## src/rtl/perceptron_predictor_v2.sv

```systemverilog
// -----------------------------------------------------------------------------
// perceptron_predictor_v2
//
// Parametrised perceptron branch predictor with a speculative global history
// register (GHR) and checkpoint restore on mispredict.
//
// A lookup issued with pred_valid/pred_pc is answered one cycle later on the
// registered pred_* outputs. The resolved branch comes back on upd_*, together
// with the sum and history snapshot it was predicted with. Those values drive
// training and the GHR restore.
//
// Ports:
//   clk            rising-edge clock
//   reset          asynchronous, active-low reset
//   pred_valid     lookup request this cycle
//   pred_pc        fetch PC for the lookup
//   pred_out_valid registered: prediction outputs valid
//   pred_taken     registered: 1 = predict taken
//   pred_sum       registered: signed perceptron output
//   pred_hist      registered: GHR snapshot used for the lookup
//   upd_valid      resolved branch from EX
//   upd_pc         PC of the resolved branch
//   upd_taken      actual outcome
//   upd_sum        pred_sum carried with the branch
//   upd_hist       pred_hist carried with the branch
//   mispredict     combinational: resolved outcome differs from prediction
//
// Optional feature, enabled by defining the macro PERCEPTRON_STATS_EN:
//   stat_lookups, stat_updates, stat_mispredicts, stat_trains
//   These are free-running CNT_WIDTH event counters that wrap.
// -----------------------------------------------------------------------------
module perceptron_predictor_v2 #(
    parameter int PC_WIDTH   = 8,
    parameter int LUT_DEPTH  = 32,
    parameter int HISTORY    = 4,
    parameter int WIDTH_WORD = 4,
    parameter int SUM_WIDTH  = 8,
    parameter int THETA      = 21,
    parameter int CNT_WIDTH  = 32
) (
    input  logic                 clk,
    input  logic                 reset,
    input  logic                 pred_valid,
    input  logic [PC_WIDTH-1:0]  pred_pc,
    output logic                 pred_out_valid,
    output logic                 pred_taken,
    output logic [SUM_WIDTH-1:0] pred_sum,
    output logic [HISTORY-1:0]   pred_hist,
    input  logic                 upd_valid,
    input  logic [PC_WIDTH-1:0]  upd_pc,
    input  logic                 upd_taken,
    input  logic [SUM_WIDTH-1:0] upd_sum,
    input  logic [HISTORY-1:0]   upd_hist,
    output logic                 mispredict
`ifdef PERCEPTRON_STATS_EN
    ,
    output logic [CNT_WIDTH-1:0] stat_lookups,
    output logic [CNT_WIDTH-1:0] stat_updates,
    output logic [CNT_WIDTH-1:0] stat_mispredicts,
    output logic [CNT_WIDTH-1:0] stat_trains
`endif
);

    localparam int IDX_W = (LUT_DEPTH > 1) ? $clog2(LUT_DEPTH) : 1;

    localparam logic signed [WIDTH_WORD-1:0] W_MAX = {1'b0, {(WIDTH_WORD-1){1'b1}}};
    localparam logic signed [WIDTH_WORD-1:0] W_MIN = {1'b1, {(WIDTH_WORD-1){1'b0}}};
    localparam logic signed [WIDTH_WORD-1:0] W_ONE = {{(WIDTH_WORD-1){1'b0}}, 1'b1};
    localparam logic [SUM_WIDTH:0]           THETA_X = (SUM_WIDTH+1)'(THETA);

    // Sign-extend a weight to the dot-product width.
    function automatic logic signed [SUM_WIDTH-1:0] sext(input logic signed [WIDTH_WORD-1:0] v);
        return {{(SUM_WIDTH-WIDTH_WORD){v[WIDTH_WORD-1]}}, v};
    endfunction

    // Add +1 or -1 to a weight, clamping at the weight range limits.
    function automatic logic signed [WIDTH_WORD-1:0] sat_step(input logic signed [WIDTH_WORD-1:0] v,
                                                              input logic up);
        logic signed [WIDTH_WORD-1:0] r;
        if (up) begin
            r = (v == W_MAX) ? v : v + W_ONE;
        end else begin
            r = (v == W_MIN) ? v : v - W_ONE;
        end
        return r;
    endfunction

    // Weight storage. Every entry is a flop: a whole row is read for the lookup
    // and a whole row is written for training, and reset must clear everything.
    logic signed [WIDTH_WORD-1:0] bias_q [LUT_DEPTH];
    logic signed [WIDTH_WORD-1:0] w_q    [LUT_DEPTH][HISTORY];

    logic [HISTORY-1:0] ghr_q, ghr_d;

    logic                 pred_out_valid_q;
    logic                 pred_taken_q;
    logic [SUM_WIDTH-1:0] pred_sum_q;
    logic [HISTORY-1:0]   pred_hist_q;

    // ---------------------------------------------------------------- lookup
    logic [IDX_W-1:0]            lk_row;
    logic signed [SUM_WIDTH-1:0] lk_sum;
    logic                        lk_taken;

    assign lk_row = pred_pc[IDX_W-1:0];

    always_comb begin
        lk_sum = sext(bias_q[lk_row]);
        for (int i = 0; i < HISTORY; i++) begin
            if (ghr_q[i]) begin
                lk_sum = lk_sum + sext(w_q[lk_row][i]);
            end else begin
                lk_sum = lk_sum - sext(w_q[lk_row][i]);
            end
        end
        lk_taken = ~lk_sum[SUM_WIDTH-1];
    end

    // ------------------------------------------------------ resolve / train
    logic [IDX_W-1:0]           up_row;
    logic signed [SUM_WIDTH:0]  upd_sum_x;
    logic [SUM_WIDTH:0]         upd_abs;
    logic                       train_en;
    logic signed [WIDTH_WORD-1:0] tr_bias_d;
    logic signed [WIDTH_WORD-1:0] tr_w_d [HISTORY];

    assign up_row = upd_pc[IDX_W-1:0];

    // The predicted direction was ~sign(upd_sum).
    assign mispredict = upd_valid & (upd_taken != ~upd_sum[SUM_WIDTH-1]);

    // Widen by one bit before negating so that the most negative sum has a
    // representable magnitude.
    assign upd_sum_x = {upd_sum[SUM_WIDTH-1], upd_sum};
    assign upd_abs   = upd_sum_x[SUM_WIDTH] ? 1'($unsigned(-upd_sum_x)) == 1'b0 ? $unsigned(-upd_sum_x) : $unsigned(-upd_sum_x)
                                            : $unsigned(upd_sum_x);
    assign train_en  = upd_valid & (mispredict | (upd_abs <= THETA_X));

    assign tr_bias_d = sat_step(bias_q[up_row], upd_taken);

    generate
        for (genvar gi = 0; gi < HISTORY; gi++) begin : g_train
            // A weight is reinforced when its history bit agreed with the outcome.
            assign tr_w_d[gi] = sat_step(w_q[up_row][gi], upd_taken == upd_hist[gi]);
        end
    endgenerate

    always_ff @(posedge clk or negedge reset) begin
        if (!reset) begin
            for (int r = 0; r < LUT_DEPTH; r++) begin
                bias_q[r] <= '0;
                for (int i = 0; i < HISTORY; i++) begin
                    w_q[r][i] <= '0;
                end
            end
        end else if (train_en) begin
            bias_q[up_row] <= tr_bias_d;
            for (int i = 0; i < HISTORY; i++) begin
                w_q[up_row][i] <= tr_w_d[i];
            end
        end
    end

    // ------------------------------------------------------------------ GHR
    // A mispredict restores the checkpoint carried with the branch and appends
    // the real outcome. This overrides any speculative shift in the same cycle.
    always_comb begin
        ghr_d = ghr_q;
        if (mispredict) begin
            ghr_d = {upd_hist[HISTORY-2:0], upd_taken};
        end else if (pred_valid) begin
            ghr_d = {ghr_q[HISTORY-2:0], lk_taken};
        end
    end

    always_ff @(posedge clk or negedge reset) begin
        if (!reset) begin
            ghr_q            <= '0;
            pred_out_valid_q <= 1'b0;
            pred_taken_q     <= 1'b0;
            pred_sum_q       <= '0;
            pred_hist_q      <= '0;
        end else begin
            ghr_q            <= ghr_d;
            pred_out_valid_q <= pred_valid;
            if (pred_valid) begin
                pred_taken_q <= lk_taken;
                pred_sum_q   <= lk_sum;
                pred_hist_q  <= ghr_q;
            end
        end
    end

    assign pred_out_valid = pred_out_valid_q;
    assign pred_taken     = pred_taken_q;
    assign pred_sum       = pred_sum_q;
    assign pred_hist      = pred_hist_q;

`ifdef PERCEPTRON_STATS_EN
    // ------------------------------------------------------------ statistics
    localparam logic [CNT_WIDTH-1:0] CNT_ONE = {{(CNT_WIDTH-1){1'b0}}, 1'b1};

    logic [CNT_WIDTH-1:0] lookups_q, updates_q, mispredicts_q, trains_q;

    always_ff @(posedge clk or negedge reset) begin
        if (!reset) begin
            lookups_q     <= '0;
            updates_q     <= '0;
            mispredicts_q <= '0;
            trains_q      <= '0;
        end else begin
            if (pred_valid) lookups_q     <= lookups_q + CNT_ONE;
            if (upd_valid)  updates_q     <= updates_q + CNT_ONE;
            if (mispredict) mispredicts_q <= mispredicts_q + CNT_ONE;
            if (train_en)   trains_q      <= trains_q + CNT_ONE;
        end
    end

    assign stat_lookups     = lookups_q;
    assign stat_updates     = updates_q;
    assign stat_mispredicts = mispredicts_q;
    assign stat_trains      = trains_q;
`endif

    // PC bits above the row index do not select anything.
    logic unused_pc_bits;
    assign unused_pc_bits = ^{pred_pc, upd_pc};

endmodule

```

## config.mk

```make
export PLATFORM = sky130hd
export DESIGN_NAME = perceptron_predictor_v2
export DESIGN_NICKNAME = d
export VERILOG_FILES = /design/src/rtl/perceptron_predictor_v2.sv
export SDC_FILE = /design/constraint.sdc
export NUM_CORES = 2
export LEC_CHECK = 0
export CAP_MARGIN = 20
export CORE_MARGIN = 2
export CORE_UTILIZATION = 40
export CTS_BUF_LIST = sky130_fd_sc_hd__clkbuf_16
export CTS_CLUSTER_SIZE = 28
export DETAILED_ROUTE_END_ITERATION = 12
export HOLD_SLACK_MARGIN = 0.02
export PLACE_DENSITY = 0.65
export SLEW_MARGIN = 25
export SYNTH_ARGS = -nofsm -noshare
export SYNTH_HDL_FRONTEND = slang
export SYNTH_SLANG_ARGS = --single-unit
```

## constraint.sdc

```tcl
create_clock -name clk -period 12.8 [get_ports clk]
set_input_delay 2.56 -clock clk [delete_from_list [all_inputs] [get_ports clk]]
set_output_delay 2.56 -clock clk [all_outputs]
set_load 0.02 [all_outputs]
```

Word level (Yosys, flattened, before mapping)
Index checks and enable logic that the tools add are counted. Widths: inputs -> output; s select.

Add/subtract/negate cells: 19. Multipliers: 0. Divide/modulo/power cells: 0. $lt $le $gt $ge: 4. Equality and inequality tests: 15. Shifts and indexed selects: 0. Multiplexer cells: 50. Bitwise logic cells: 7. Reduce and logical (&&, ||, !) cells: 2.

Operators with widths (count): $bwmux 512 (4); $demux 16 s5 (4); $bmux 16 s5 (2); $bwmux 128 (1); $mux 4 (23); $mux 16 (5); $bmux 4 s5 (2); $eq 4x4->1 const B (10); $mux 8 (5); $add 8x4->8 (3); $sub 8x4->8 (3); $add 4x2->4 const B (5); $demux 4 s5 (1); $sub 4x2->4 const B (5); $ge 6x6->1 const B (2); $mux 12 (1); $not 5->6 (2); $le 9x5->1 const B (1); $mux 9 (1); $neg 8->9 (1); $lt 6x1->1 const B (1); $add 4x4->5 (1); $sub 4x4->5 (1); $eq 1x1->1 (4); 7 further kinds (9).

Flip-flop bits (word level): 658. Latch bits: 0. Bits in writable memories: 0. Bits in read-only memories: 0. Input bits: 33. Output and inout port bits: 15. Word-level logic and storage cells: 262. Memories: 0.

Depth between registers and ports, before layout
Word-level depth: 15. Depth in mapped cells: 31. Depth with buffers taken out: 27.

Least setup slack after synthesis
No wires, ideal clock.

Path type: input to register. Start point: input port pred_pc[0]. End point: register ghr_q[0]. Library setup time: 0.120 ns. Arrival time: 9.084 ns. Required time: 12.680 ns. Setup slack: 3.596 ns. Stages: 29. Cells stage by stage: buf_6 -> buf_2 -> buf_2 -> buf_2 -> buf_1 -> buf_2 -> mux4_2 -> mux4_2 -> mux2_2 -> ha_1 -> fa_1 -> a21o_1 -> a21oi_1 -> xor2_1 -> xnor2_1 -> ha_1 -> xnor2_1 -> ha_1 -> o21a_1 -> nor2_1 -> xnor2_1 -> ha_1 -> inv_1 -> o21bai_1 -> a21oi_1 -> xnor2_1 -> xnor2_1 -> a221oi_1 -> a31o_1.

Cells in the longest elaborated chain, start to end: 15. Elaborated cells on any way between the ends: 22. Those cells by class: add/sub (8); mux (12); bitwise (2).

Ends and longest elaborated chain: start: declaration (line 44) `input logic [PC_WIDTH-1:0] pred_pc,`; $not 5->6 (implied by the code) (*) (line 108, 111, 113); $bmux 4 s5 / $bmux 16 s5 (equally long branches) (line 108, 111, 113); $mux 4 (implied by the code) / $mux 16 (equally long branches) (2 in series) (line 108, 111, 113); $sub 4x4->5 / $add 4x4->5 (equally long branches) (line 113, 111); $mux 8 (line 110) `if (ghr_q[i]) begin`; $sub 8x4->8 / $add 8x4->8 (equally long branches) (line 113, 111); $mux 8 (line 110); $sub 8x4->8 / $add 8x4->8 (equally long branches) (line 113, 111); $mux 8 (line 110); $sub 8x4->8 / $add 8x4->8 (equally long branches) (line 113, 111); $mux 8 (*) (line 110); $not 1->1 (*) (line 116) `lk_taken = ~lk_sum[SUM_WIDTH-1];`; $mux 4 (*) (line 171) `end else if (pred_valid) begin`; $mux 4 (*) (line 169) `if (mispredict) begin`; end signal: assignment (line 184) `ghr_q <= ghr_d;`; end: declaration (line 93) `logic [HISTORY-1:0] ghr_q, ghr_d;`.

Mark *: on every way between the ends. The rest lies on a longest branch, timed or not. The select of a mux whose other input is x is not followed. A chain may end at the register's enable or synchronous reset.

Worst setup path in the final report
Same ends and word-level chain as after synthesis.

==> metrics.csv <==
stage;metric;value;unit
placement;number of port buffers;41;
route;drt pass-1 iters;6;
clocking;CTS root buffer;clkbuf_16;
timing;period utilisation layout;0.706;
clocking;CTS buffer count;73;
route;Initial DRC Count;2264;
synthesis;Post-Synth XOR/XNOR Area;0.00968;
clocking;H-tree depth;3;
hold_path;worst hold path class;register to register;
hold_path;Hold Path Origin;pred_taken;
timing;endpoints failing setup;0;
worst_setup_path;R2R cell count;25;
clocking;Clock transition at path regs;0.06;ns
synthesis;top_reg_cell synth;dfrtp_1;
worst_setup_path;Crit. End Element;register;
synthesis;Compound-Gate Fraction of Synth Area;0.0384;
die;Rows;111;
clocking;CTS Hold Buffers Added;0;
worst_setup_path;slowest CP cell;mux2i_1;
route;Routed Antenna Nets;0;
die;Die Y;307;µm
clocking;worst-case clock buffer depth;3;
placement;DP HPWL;66900;µm
final_layout;# nets final;2545;
synthesis;sequential area share after synthesis;0.448;
worst_setup_path;Critical Path Source Type;primary input;
flow_run;Max Cap Viol;0;
final_layout;Fill cells;7925;
clocking;CTS tree;built;
clocking;post-CTS setup buffer count;0;
placement;DP Area;38400;µm²
final_layout;Util after Layout;0.447;
final_layout;share of cells above drive strength 1;0.477;
synthesis;synth top area cells;dfrtp_1 (45%), mux4_2 (21%), mux2_2 (20%);
clocking;CTS sink cnt;658;
worst_setup_path;crit path DAT;9.54;ns
timing;Total Neg Setup Slack;0;ns
final_layout;Multi-input gate area;19200;µm²
hold_path;Hold Path End;pred_taken;
synthesis;total number of yosys warnings;0;
timing;post-layout minimum cycle time;9.04;ns
final_layout;register area;16500;µm²
synthesis;Cells after Synth;2517;
timing;RSZ-0062 raised after global routing;no;
final_layout;final instance area;40800;µm²
grt;total track usage;0.235;
timing;Max Fclk;0.111;GHz
route;Residual DRC;0;
die;IO Pins;48;
final_layout;area added between synthesis and finish;11.2;%
synthesis;largest area contributor in the netlist;dfrtp_1;
timing;max-slew violations;0;
worst_setup_path;CP required;13.30;ns
pwr;VDD IR-drop max;0.193;mV
synthesis;adder-cell area share of the yosys netlist;0.0165;
clocking;worst skew pair latency;0.63;ns
worst_setup_path;largest stage delay on the critical path;0.80;ns
synthesis;Yosys top cell area share;0.448;
die;Core Area;91400;µm²
route;Routed Wire Length;110000;µm
worst_setup_path;Buffers & Inverters on Critical Path;3;
worst_setup_path;crit-path cells;buf_8, buf_4, mux4_2, mux4_2, mux2i_1, ha_1, nor2_1, a21oi_1, ha_1, a211oi_1, nor2_1, or2_2, a21oi_1, xnor2_1, ha_1, xnor2_1, ha_1, inv_1, o21bai_1, a21oi_1, xnor2_1, xnor2_1, a221oi_1, a31o_1;
worst_setup_path;Reg-to-Reg End;ghr_q[0];
worst_setup_path;CP Max Fanout;66;
timing;Least-Margin Pin Slew;1.06;ns
pwr;Pwr Density;215;nW/µm²
worst_setup_path;Setup Crit Path Kind;primary input to register;
pwr;Lkg Pwr;17.9;nW
worst_setup_path;CP delay by family, top;multiplexers;
synthesis;main combinational cell family by area after synthesis;multiplexers;
synthesis;Mapped Nets;2596;
synthesis;Avg Cell Area, Syn;14.6;µm²
die;Total Die Area;94200;µm²
grt;first-pass GRT wire length;165000;µm
placement;GP Congestion;0.859;
grt;vias in the first global route;25012;
grt;initial antenna violation count;0;
synthesis;async set-or-reset flop fraction in the synthesized netlist;1.00;
final_layout;Inserted Diodes;0;
route;Via density;6.36;
die;Initial Util;0.402;
worst_setup_path;worst r2r src;w_q[349];
die;die width;307;µm
route;routed len/inst;29.7;µm
synthesis;Synth Register Bits;658;
route;via count;23595;
worst_setup_path;Levels on crit path;24;
synthesis;Mapped Area;36700;µm²
grt;grt ovf;0;
timing;Slew HR;0.274;
synthesis;Synth Area in Simple Gates;0.0311;
synthesis;post-synthesis mux area share;0.422;
grt;largest net degree at the start of global routing;187;
synthesis;Synth cell types;63;
clocking;number of gates resized after CTS;0;
timing;Final Hold Violating Endpoints;0;
synthesis;EDFF count, synth;0;
run_status;status;completed;
timing;Final Skew;0.0264;ns
worst_setup_path;Reg2Reg Setup Slack;6.21;ns
hold_path;hold-critical path depth;1;
## state kept, by name, indices dropped and copies added (netlist names)
signal,flops
w_q,512
bias_q,128
pred_sum,8
ghr_q,4
pred_hist,4
pred_out_valid,1
pred_taken,1
## how the worst max path moves through the flow
stage / startpoint / end / slack, ns
3_5_place_dp: pred_pc[0] / ghr_q[0] / 3.11
6_report: pred_pc[0] / ghr_q[0] / 3.76
4_1_cts: pred_pc[0] / ghr_q[0] / 3.73
5_1_grt: pred_pc[0] / ghr_q[0] / 3.27
2_1_floorplan: pred_pc[0] / ghr_q[0] / 3.60
3_3_place_gp: pred_pc[0] / ghr_q[0] / 3.12
## routing by layer
layer	GRT usage	up-vias	wire length, µm
met3	0.0495	239	8860
met5	0	-	0
li1	-	9605	-
met1	0.305	12753	43800
met2	0.388	998	53000
met4	0.0928	0	4510
## kinds of logic after synthesis
| family | Yosys count |
|---|---|
| mux | 1048 |
| flops | 658 |
| buf+inv | 287 |
| simple gates | 233 |
| compound gates | 206 |
| fa+ha+maj | 46 |
| xor+xnor | 39 |
## power by group
group / switching [mW] / internal [mW]
clock network: 0.901 / 1.23
logic: 1.65 / 1.83
registers: 0.465 / 2.73
## cells in the final DEF (no fill, tap or decap), types with 9 or more instances in the layout
cell type / n
o22ai_1: 20
inv_1: 53
mux4_2: 335
a21oi_1: 30
mux2i_1: 59
dfrtp_1: 658
nand3_1: 19
ha_1: 42
nor2_1: 41
o21ai_0: 17
nand4_1: 22
clkbuf_16: 75
clkinv_2: 9
nand2_1: 76
buf_4: 63
a22oi_1: 68
nor3_1: 12
o21ai_1: 9
clkdlybuf4s50_1: 34
mux2_2: 652
a21o_1: 10
xnor2_1: 25
clkinv_1: 23
## cell usage after synthesis, types with 3 or more instances
library cell	count
a211oi_1	3
a21o_1	10
a21oi_1	30
a221oi_1	7
a22oi_1	68
a31oi_1	7
a32oi_1	3
and2_1	6
and3_1	5
and3b_1	3
buf_1	29
buf_2	53
buf_4	5
buf_6	11
clkbuf_1	138
clkbuf_2	4
dfrtp_1	658
fa_1	4
ha_1	42
inv_1	46
mux2_2	652
mux2i_1	61
mux4_2	335
nand2_1	77
nand2b_1	6
nand3_1	19
nand4_1	22
nor2_1	51
nor2b_1	7
nor3_1	13
o2111ai_1	3
o211ai_1	6
o21a_1	4
o21ai_0	21
o21ai_1	6
o21bai_1	4
o22ai_1	20
or2_2	5
or3_1	5
or4_1	5
xnor2_1	30
xor2_1	8
## final cells by class
cell class | instances | share of cell area
clock buffers | 75 | 0.0459
multi-input cells | 1572 | 0.471
repair buffers | 114 | 0.0272
clock inverters | 56 | 0.0122
inverters | 47 | 0.00432
well taps | 1186 | 0.0363
flip-flops and latches | 658 | 0.403
## through the flow
stage | total power [mW] | setup slack [ns] | cells | hold slack, ns
5_1_grt | 9.31 | 3.27 | 3708 | 0.512
3_5_place_dp | 6.67 | 3.11 | 3576 | 0.479
6_report | 8.80 | 3.76 | 3708 | 0.484
4_1_cts | 8.82 | 3.73 | 3707 | 0.492
2_1_floorplan | 5.77 | 3.60 | 2517 | 0.491
3_3_place_gp | 6.48 | 3.12 | 3571 | 0.465
Power figures use the tool's default switching activity.
